<file path="config.mk">
export PLATFORM = sky130hd
export DESIGN_NAME = mips_fdx_frontend
export DESIGN_NICKNAME = d
export VERILOG_FILES = /design/src/rtl/mips_fdx_frontend.sv
export SDC_FILE = /design/constraint.sdc
export NUM_CORES = 2
export LEC_CHECK = 0
export CORE_ASPECT_RATIO = 1.4
export CORE_MARGIN = 4
export CORE_UTILIZATION = 45
export CTS_BUF_LIST = sky130_fd_sc_hd__clkbuf_4 sky130_fd_sc_hd__clkbuf_8
export DETAILED_ROUTE_END_ITERATION = 16
export HOLD_SLACK_MARGIN = 0.1
export PLACE_DENSITY = 0.73
export SYNTH_ARGS = -nofsm -noshare
export SYNTH_HDL_FRONTEND = slang
export SYNTH_SLANG_ARGS = --single-unit
</file>
<file path="constraint.sdc">
create_clock -name clock -period 7.5 [get_ports clock]
set_clock_uncertainty 0.2 [all_clocks]
set_input_delay 1.5 -clock clock [delete_from_list [all_inputs] [get_ports clock]]
set_output_delay 1.5 -clock clock [all_outputs]
set_load 0.01 [all_outputs]
</file>
<file path="src/rtl/mips_fdx_frontend.sv">
// Fetch, decode and execute stages of the 5-stage MIPS pipeline, including the D/X register.
// Optional REGFILE_WRITE_THROUGH_EN: decode reads see the writeback data written in the same cycle.
module mips_fdx_frontend #(
  parameter logic [31:0] BASE_ADDR = 32'h80020000,
  parameter logic [31:0] SP_INIT   = 32'h80120000,
  parameter logic [31:0] RA_INIT   = 32'hdeadbeef
) (
  input  logic        clock,
  input  logic        reset,
  output logic [31:0] i_address,
  output logic        i_mem_enable,
  output logic        i_rw,
  output logic [1:0]  i_access_size,
  input  logic [31:0] insn,
  input  logic        stall,
  output logic [31:0] pc_fd,
  input  logic        wb_we,
  input  logic [4:0]  wb_rd,
  input  logic [31:0] wb_data,
  input  logic [31:0] mx_data,
  input  logic [31:0] wx_data,
  input  logic        byp_mx_a,
  input  logic        byp_wx_a,
  input  logic        byp_mx_b,
  input  logic        byp_wx_b,
  output logic [31:0] ir_dx,
  output logic [7:0]  ctl_dx,
  output logic [31:0] alu_out,
  output logic [31:0] rb_out,
  output logic [31:0] pc_effective,
  output logic        do_branch
);

  localparam int unsigned NREG = 32;

  localparam logic [5:0] OP_RTYPE = 6'b000000, OP_REGIMM = 6'b000001, OP_J    = 6'b000010;
  localparam logic [5:0] OP_JAL   = 6'b000011, OP_BEQ    = 6'b000100, OP_BNE  = 6'b000101;
  localparam logic [5:0] OP_BLEZ  = 6'b000110, OP_BGTZ   = 6'b000111, OP_ADDI = 6'b001000;
  localparam logic [5:0] OP_ADDIU = 6'b001001, OP_SLTI   = 6'b001010, OP_SLTIU = 6'b001011;
  localparam logic [5:0] OP_ANDI  = 6'b001100, OP_ORI    = 6'b001101, OP_XORI = 6'b001110;
  localparam logic [5:0] OP_LUI   = 6'b001111, OP_LB     = 6'b100000, OP_LW   = 6'b100011;
  localparam logic [5:0] OP_SB    = 6'b101000, OP_SW     = 6'b101011;

  // ALU opcodes reuse the R-type funct encoding; LUI and link get private codes.
  localparam logic [5:0] ALU_SLL  = 6'b000000, ALU_SRL  = 6'b000010, ALU_SRA  = 6'b000011;
  localparam logic [5:0] F_JR     = 6'b001000;
  localparam logic [5:0] ALU_ADD  = 6'b100000, ALU_ADDU = 6'b100001, ALU_SUB  = 6'b100010;
  localparam logic [5:0] ALU_SUBU = 6'b100011, ALU_AND  = 6'b100100, ALU_OR   = 6'b100101;
  localparam logic [5:0] ALU_XOR  = 6'b100110, ALU_NOR  = 6'b100111, ALU_SLT  = 6'b101010;
  localparam logic [5:0] ALU_SLTU = 6'b101011, ALU_LUI  = 6'b111110, ALU_LINK = 6'b111111;
  localparam logic [5:0] ALU_NOP  = ALU_ADDU;

  logic [31:0] regs [NREG];
  logic [31:0] ra_d, rb_d;
  logic [7:0]  ctl_d;
  logic [5:0]  aluop_d;
  logic [31:0] pc_dx, ra_dx, rb_dx;
  logic [5:0]  aluop_dx;

  assign i_address     = pc_fd;
  assign i_mem_enable  = ~reset;
  assign i_rw          = 1'b1;
  assign i_access_size = 2'b00;

  // Fetch: taken branch/jump redirects ahead of a load-use stall.
  always_ff @(posedge clock) begin
    if (reset)          pc_fd <= BASE_ADDR;
    else if (do_branch) pc_fd <= pc_effective;
    else if (!stall)    pc_fd <= pc_fd + 32'd4;
  end

  always_ff @(posedge clock) begin
    if (reset) begin
      for (int i = 0; i < NREG; i++)
        regs[i] <= (i == 29) ? SP_INIT : (i == 31) ? RA_INIT : 32'd0;
    end else if (wb_we && wb_rd != 5'd0) begin
      regs[wb_rd] <= wb_data;
    end
  end

  always_comb begin
    ra_d = (insn[25:21] == 5'd0) ? 32'd0 : regs[insn[25:21]];
    rb_d = (insn[20:16] == 5'd0) ? 32'd0 : regs[insn[20:16]];
`ifdef REGFILE_WRITE_THROUGH_EN
    if (wb_we && wb_rd != 5'd0 && wb_rd == insn[25:21]) ra_d = wb_data;
    if (wb_we && wb_rd != 5'd0 && wb_rd == insn[20:16]) rb_d = wb_data;
`endif
  end

  // Decode: ctl = {br,jp,aluinb,dmwe,rwe,rdst,rwd,dm_byte}; unknown encodings stay all-zero.
  always_comb begin
    ctl_d   = 8'd0;
    aluop_d = ALU_NOP;
    case (insn[31:26])
      OP_RTYPE: begin
        case (insn[5:0])
          ALU_ADDU, ALU_ADD, ALU_SUBU, ALU_SUB, ALU_AND, ALU_OR, ALU_XOR, ALU_NOR,
          ALU_SLT, ALU_SLTU, ALU_SLL, ALU_SRL, ALU_SRA: begin
            ctl_d   = 8'b0000_1100;
            aluop_d = insn[5:0];
          end
          F_JR:    ctl_d = 8'b0100_0000;
          default: ;
        endcase
      end
      OP_REGIMM: if (insn[20:17] == 4'd0) ctl_d = 8'b1000_0000;
      OP_BEQ, OP_BNE, OP_BLEZ, OP_BGTZ: ctl_d = 8'b1000_0000;
      OP_J:   ctl_d = 8'b0100_0000;
      OP_JAL: begin ctl_d = 8'b0100_1000; aluop_d = ALU_LINK; end
      OP_ADDI, OP_ADDIU: ctl_d = 8'b0010_1000;
      OP_SLTI:  begin ctl_d = 8'b0010_1000; aluop_d = ALU_SLT;  end
      OP_SLTIU: begin ctl_d = 8'b0010_1000; aluop_d = ALU_SLTU; end
      OP_ANDI:  begin ctl_d = 8'b0010_1000; aluop_d = ALU_AND;  end
      OP_ORI:   begin ctl_d = 8'b0010_1000; aluop_d = ALU_OR;   end
      OP_XORI:  begin ctl_d = 8'b0010_1000; aluop_d = ALU_XOR;  end
      OP_LUI:   begin ctl_d = 8'b0010_1000; aluop_d = ALU_LUI;  end
      OP_LW:    ctl_d = 8'b0010_1010;
      OP_LB:    ctl_d = 8'b0010_1011;
      OP_SW:    ctl_d = 8'b0011_0000;
      OP_SB:    ctl_d = 8'b0011_0001;
      default:  ;
    endcase
  end

  // D/X register; stalls and redirects insert a bubble.
  always_ff @(posedge clock) begin
    if (reset || stall || do_branch) begin
      pc_dx    <= 32'd0;
      ir_dx    <= 32'd0;
      ra_dx    <= 32'd0;
      rb_dx    <= 32'd0;
      ctl_dx   <= 8'd0;
      aluop_dx <= ALU_NOP;
    end else begin
      pc_dx    <= pc_fd;
      ir_dx    <= insn;
      ra_dx    <= ra_d;
      rb_dx    <= rb_d;
      ctl_dx   <= ctl_d;
      aluop_dx <= aluop_d;
    end
  end

  logic [31:0] op_a, op_b, imm_ext, alu_b, br_target;
  logic [15:0] imm16;
  logic [4:0]  shamt;
  logic        br_taken;

  always_comb begin
    op_a    = byp_mx_a ? mx_data : byp_wx_a ? wx_data : ra_dx;
    op_b    = byp_mx_b ? mx_data : byp_wx_b ? wx_data : rb_dx;
    imm16   = ir_dx[15:0];
    shamt   = ir_dx[10:6];
    imm_ext = (ir_dx[31:26] == OP_ANDI || ir_dx[31:26] == OP_ORI || ir_dx[31:26] == OP_XORI)
              ? {16'd0, imm16} : {{16{imm16[15]}}, imm16};
    alu_b   = ctl_dx[5] ? imm_ext : op_b;
    rb_out  = op_b;
    case (aluop_dx)
      ALU_ADD, ALU_ADDU: alu_out = op_a + alu_b;
      ALU_SUB, ALU_SUBU: alu_out = op_a - alu_b;
      ALU_AND:  alu_out = op_a & alu_b;
      ALU_OR:   alu_out = op_a | alu_b;
      ALU_XOR:  alu_out = op_a ^ alu_b;
      ALU_NOR:  alu_out = ~(op_a | alu_b);
      ALU_SLT:  alu_out = {31'd0, $signed(op_a) < $signed(alu_b)};
      ALU_SLTU: alu_out = {31'd0, op_a < alu_b};
      ALU_SLL:  alu_out = alu_b << shamt;
      ALU_SRL:  alu_out = alu_b >> shamt;
      ALU_SRA:  alu_out = 32'($signed(alu_b) >>> shamt);
      ALU_LUI:  alu_out = {imm16, 16'd0};
      ALU_LINK: alu_out = pc_dx + 32'd8;
      default:  alu_out = op_a + alu_b;
    endcase
  end

  // Branch/jump resolution; conditions compare signed operands after bypass.
  always_comb begin
    br_target = pc_dx + 32'd4 + {{14{imm16[15]}}, imm16, 2'b00};
    case (ir_dx[31:26])
      OP_BEQ:    br_taken = (op_a == op_b);
      OP_BNE:    br_taken = (op_a != op_b);
      OP_BLEZ:   br_taken = ($signed(op_a) <= 0);
      OP_BGTZ:   br_taken = ($signed(op_a) > 0);
      OP_REGIMM: br_taken = ir_dx[16] ? ($signed(op_a) >= 0) : ($signed(op_a) < 0);
      default:   br_taken = 1'b0;
    endcase
    if (ctl_dx[6])
      pc_effective = (ir_dx[31:26] == OP_RTYPE) ? op_a : {pc_dx[31:28], ir_dx[25:0], 2'b00};
    else
      pc_effective = br_target;
    do_branch = ~reset & (ctl_dx[6] | (ctl_dx[7] & br_taken));
  end

endmodule

</file>
Word level (Yosys, flattened, before mapping)
Memory sizes are Yosys's and may differ from the RTL's. A register that Yosys moved wholly into a read port is not among the register bits. Cells that the tools add are included. W data, S select, Z words.

Register bits after elaboration: 110. Input bits: 141. Logic and storage cells: 130. ROM bits: 0. Memories: 1. RAM bits: 1024. Bits in latches: 0.

Bitwise operators: 8. Add/subtract/negate cells: 6. Reductions and logical operators: 20. Magnitude comparators: 6. Eq/ne operators: 55. Shift-type cells: 3. Muxes and demuxes: 26. Multiply operators: 0. Divide/modulo/power cells: 0.

Memories: regs (words 32, bits a word 32, rd ports 2, clocked after Yosys merged registers in 2, write ports 32, line 53) `logic [31:0] regs [NREG];`.

Operator list (count): $pmux W32 S12 (1); $mux W32 (11); $eq A6 B6 Y1 const B (24); $pmux W8 S10 (1); $eq A6 B4 Y1 const B (12); $add A32 B3 Y32 const B (2); $add A32 B32 Y32 (2); $lt A32 B32 Y1 (2); $eq A6 B3 Y1 const B (8); $pmux W6 S8 (1); $eq A6 B2 Y1 const B (6); $add A32 B4 Y32 const B (1); $and A32 B32 Y32 (1); $eq A32 B32 Y1 (1); $ge A32 B1 Y1 const B (1); $gt A32 B1 Y1 const B (1); $le A32 B1 Y1 const B (1); $lt A32 B1 Y1 const B (1); $ne A32 B32 Y1 (1); $not A32 Y32 (1); $or A32 B32 Y32 (1); $reduce_or A32 Y1 (1); $shl A32 B5 Y32 (1); $shr A32 B5 Y32 (1); 24 further kinds (41).

Logic depth before layout (Yosys ltp)
Depth in word-level cells: 10. Mapped depth: 20.

Least setup slack after synthesis
OpenSTA, ideal clock, no wires.

Path kind: input to output. From: input port byp_mx_b. To: output port alu_out[30]. Arrival time: 5413 ps. Stages: 19. Required time: 5800 ps. Path slack: 387 ps. Cells stage by stage: buf_2 > buf_2 > clkbuf_1 > clkbuf_1 > nor2_1 > a211oi_1 > inv_1 > ha_1 > clkbuf_1 > nor4_1 > o21ai_0 > a31oi_1 > nor4b_1 > a211oi_1 > o21ai_0 > nand2b_1 > o311ai_0 > nand2_1 > o22ai_1.

Longest elaborated chain between the ends: 5. Elaborated cells on any way between the ends: 12.

RTL lines: from (decl) (line 24) `input logic byp_mx_b,`; $mux W32 * (line 151) `op_b = byp_mx_b ? mx_data : byp_wx_b ? wx_data : rb_dx;`; $mux W32 * (line 156) `alu_b = ctl_dx[5] ? imm_ext : op_b;`; branches (longest 2 deep; another with $add A32 B32 Y32); $pmux W32 S12 * (line 158) `case (aluop_dx)`; to (decl) (line 28) `output logic [31:0] alu_out,`.

Mark *: on every way between the ends.

Worst setup path after layout
From: input port byp_wx_b. To: output port alu_out[3].

Longest elaborated chain between the ends: 6. Elaborated cells on any way between the ends: 13.

RTL lines: from (decl) (line 25) `input logic byp_wx_b,`; $mux W32 * (2 in series) (line 151); $mux W32 * (line 156); branches (longest 2 deep; another with $add A32 B32 Y32); $pmux W32 S12 * (line 158).

Marked as above.

==> flow_summary.json <==
{
  "outcome": "finished with violations",
  "violations": "setup timing",
  "crit_chain": "clkbuf_4 > buf_8 > buf_12 > buf_4 > mux2i_1 > buf_4 > a211oi_1 > a211oi_1 > a211oi_1 > nand2_1 > o211a_1 > a21oi_1 > buf_4 > a221o_1 > and3_1 > dlygate4sd2_1",
  "ys_warn_count": 0,
  "hold_end": "pc_dx[26]",
  "final_cells": 9069,
  "core_area_mm2": 0.165,
  "vdd_drop_max_uv": 186,
  "antenna_found_initial": 53,
  "synth_top_cells_by_area": "edfxtp_1, mux4_2, and2_1, dfxtp_1, mux2i_1",
  "layout-drive-gt1-share_pct": 30.0,
  "reg2reg_depth": 14,
  "post-route-util_pct": 54.6,
  "port_buffers": 342,
  "critPathBufInv": 7,
  "area_delta_synth_final_pct": 20.2,
  "max_cap_violations": 0,
  "leakagePower_uw": 0.0335,
  "die_w_um": 353,
  "critical_path_required_ps": 5800,
  "worstPathArrival_ps": 5870,
  "whs_ps": 363,
  "hold_path_startpoint": "i_address[26]",
  "cp-start-kind": "primary input",
  "postRouteAntennaNets": 0,
  "fmaxAchievable_ghz": 0.132,
  "dpl-instance-area_mm2": 0.0854,
  "synth_largest_area_cell": "edfxtp_1",
  "cts_root_buffer": "clkbuf_8",
  "fin_crit_ps": 7570,
  "crit_type": "in2out",
  "path_clk_slew_ps": 60,
  "p_per_area_mw_per_mm2": 198,
  "wire_per_inst_um": 38.4,
  "min_path_type": "reg2reg",
  "rsz0062_at_grt": "yes",
  "final_area_mm2": 0.0899,
  "hold_viol": 0,
  "worst_slack_ps": -68.6,
  "synth.distinct_cells": 93,
  "drc": 0,
  "relSlewSlack_pct": 16.8,
  "h-tree-depth": 4,
  "first_global_vias": 60400,
  "r2r-end": "ctl_dx[0]",
  "fin_crit_sh_pct": 101,
  "r2r_start": "rb_dx[24]",
  "rows": 176,
  "initialDrtViolationCount": 8479,
  "grt_overflow": 0,
  "synth_top_area_share_pct": 41.1,
  "cts_tree": "yes",
  "postSynthAreaPerCell_um2": 12.5,
  "end_kind": "output pin",
  "dr.pass1.iters": 7,
  "initial_core_util_pct": 45.4,
  "cts_hold_buffers": 0,
  "dieArea_mm2": 0.173,
  "grt_start_max_net_pins": 118,
  "nFillCells": 13600,
  "fin_nets": 7048,
  "gp_congestion": 1.13,
  "cp_top_family": "compound AO/OA/AOI/OAI gates",
  "async_reset_ff_share_pct": 0,
  "reg2reg_slack_ps": 2530,
  "die_y_um": 490,
  "syn_inst": 5977,
  "insertion_delay_ps": 970,
  "ys_ff_latch": 1198,
  "syn-cell-area_mm2": 0.0748,
  "clk_path_buf_depth": 3,
  "track_usage_pct": 39.5,
  "vias": 60400,
  "cpMaxStageDelayCell": "a211oi_1",
  "cts-buffers-inserted": 185,
  "synth_flop_cell": "edfxtp_1",
  "worstMarginPinSlew_ps": 1240,
  "vias_per_cell": 6.66,
  "synth_edf_count": 1024,
  "dp.cells": 8688,
  "slowest_delay_ps": 520,
  "dp_hpwl_um": 243000,
  "ios": 346,
  "setup_viol": 1,
  "synth-seq-area-share_pct": 45.8,
  "wl_um": 348000,
  "grt_pass1_wl_um": 474000,
  "cts.sinks": 1198,
  "min_path_cells": 1,
  "slew_viol_final": 0,
  "critical_path.max_fanout": 11,
  "place_ws_ps": -1150
}
## placed cells by master, fill, tap and decap left out, types with 33 or more instances in the layout
master / n
or3_1: 35
clkdlybuf4s50_1: 305
edfxtp_1: 1024
and2_1: 984
clkbuf_4: 56
xor2_1: 49
o21ai_0: 164
nor3_1: 90
a211oi_1: 66
conb_1: 35
a21o_1: 41
nand2_1: 239
xnor2_1: 105
clkinv_1: 41
clkbuf_8: 193
nand4_1: 38
mux4_2: 650
a21oi_1: 180
o211ai_1: 39
dfxtp_1: 163
ha_1: 152
nand3_1: 55
mux2_2: 53
o21ai_4: 33
o22ai_1: 38
and3_1: 85
mux2i_1: 194
buf_4: 783
inv_1: 142
nor2_1: 197
## cell families after synthesis
logic type | synth area share (%)
xor+xnor | 1.86
flops | 45.8
buf+inv | 4.08
other cells | 0.0100
simple gates | 14.4
mux | 23.4
compound gates | 7.85
fa+ha+maj | 2.69
## how the worst max path moves through the flow
stage / from / to / slack (ps) / cells past startpoint
floorplan: byp_mx_b / alu_out[30] / 390 / 19
global placement: wx_data[0] / alu_out[30] / -1180 / 22
finish: byp_wx_b / alu_out[3] / -70 / 16
detailed placement: wx_data[0] / alu_out[22] / -1150 / 22
global route: byp_wx_b / alu_out[0] / -60 / 21
CTS: wx_data[4] / alu_out[22] / -20 / 20
## metal layers
metal	part of all wire (%)	vias to the layer above	track usage, %
met3	11	1356	11.0
met2	45	4802	61.3
li1	-	24200	-
met5	0.029	-	0
met4	11	14	37.0
met1	32	30000	44.0
## repair_timing
| action | 4_1_cts | 5_1_grt |
|---|---|---|
| endpoints found under the hold margin | 0 | 0 |
| resized for setup | 95 | 76 |
| setup buffers | 2 | 5 |
| pin swaps | 15 | 29 |
| endpoints found under the setup margin | 28 | 33 |
## power breakdown
group          internal, µW  switching [µW]  leakage (µW)  total, µW
sequential             7580             241        0.0112       7820
combinational          1880            2480        0.0204       4360
clock                  2840            2780       0.00198       5620
## stage by stage
stage	total power, µW	TNS [ps]
after floorplan	9900	0
after global placement	12000	-13930
after detailed placement	12100	-14080
after CTS	17600	-17.9
after global routing	18300	-76.9
final	17800	-68.6
## synthesized netlist by cell type (51+ instances only)
| cell type | count |
|---|---|
| a21oi_1 | 186 |
| edfxtp_1 | 1024 |
| mux2_2 | 53 |
| xnor2_1 | 108 |
| dfxtp_1 | 174 |
| nor2_1 | 233 |
| buf_1 | 77 |
| clkbuf_1 | 453 |
| and3_1 | 85 |
| a211oi_1 | 74 |
| nor3_1 | 93 |
| nand3_1 | 57 |
| inv_1 | 145 |
| xor2_1 | 51 |
| and2_1 | 986 |
| nand2_1 | 240 |
| ha_1 | 155 |
| mux2i_1 | 204 |
| o21ai_0 | 208 |
| mux4_2 | 650 |
## state kept, by name (all words and copies together) (netlist names)
name       count
i_address     32
regs        1024
ra_dx         32
pc_dx         32
aluop_dx       6
rb_dx         32
ctl_dx         8
ir_dx         32
## final cells by class
cell class / instances / area [µm²] / share of cell area, %
Tap cell: 2136 / 2670 / 2.97
Clock inverter: 91 / 643 / 0.716
Timing Repair Buffer: 1151 / 9760 / 10.9
Antenna cell: 32 / 80.1 / 0.0891
Sequential cell: 1198 / 34300 / 38.1
Clock buffer: 248 / 3070 / 3.42
Inverter: 150 / 568 / 0.632
Multi-Input combinational cell: 4063 / 38800 / 43.2
No activity file was read; power rests on OpenSTA's default activity.
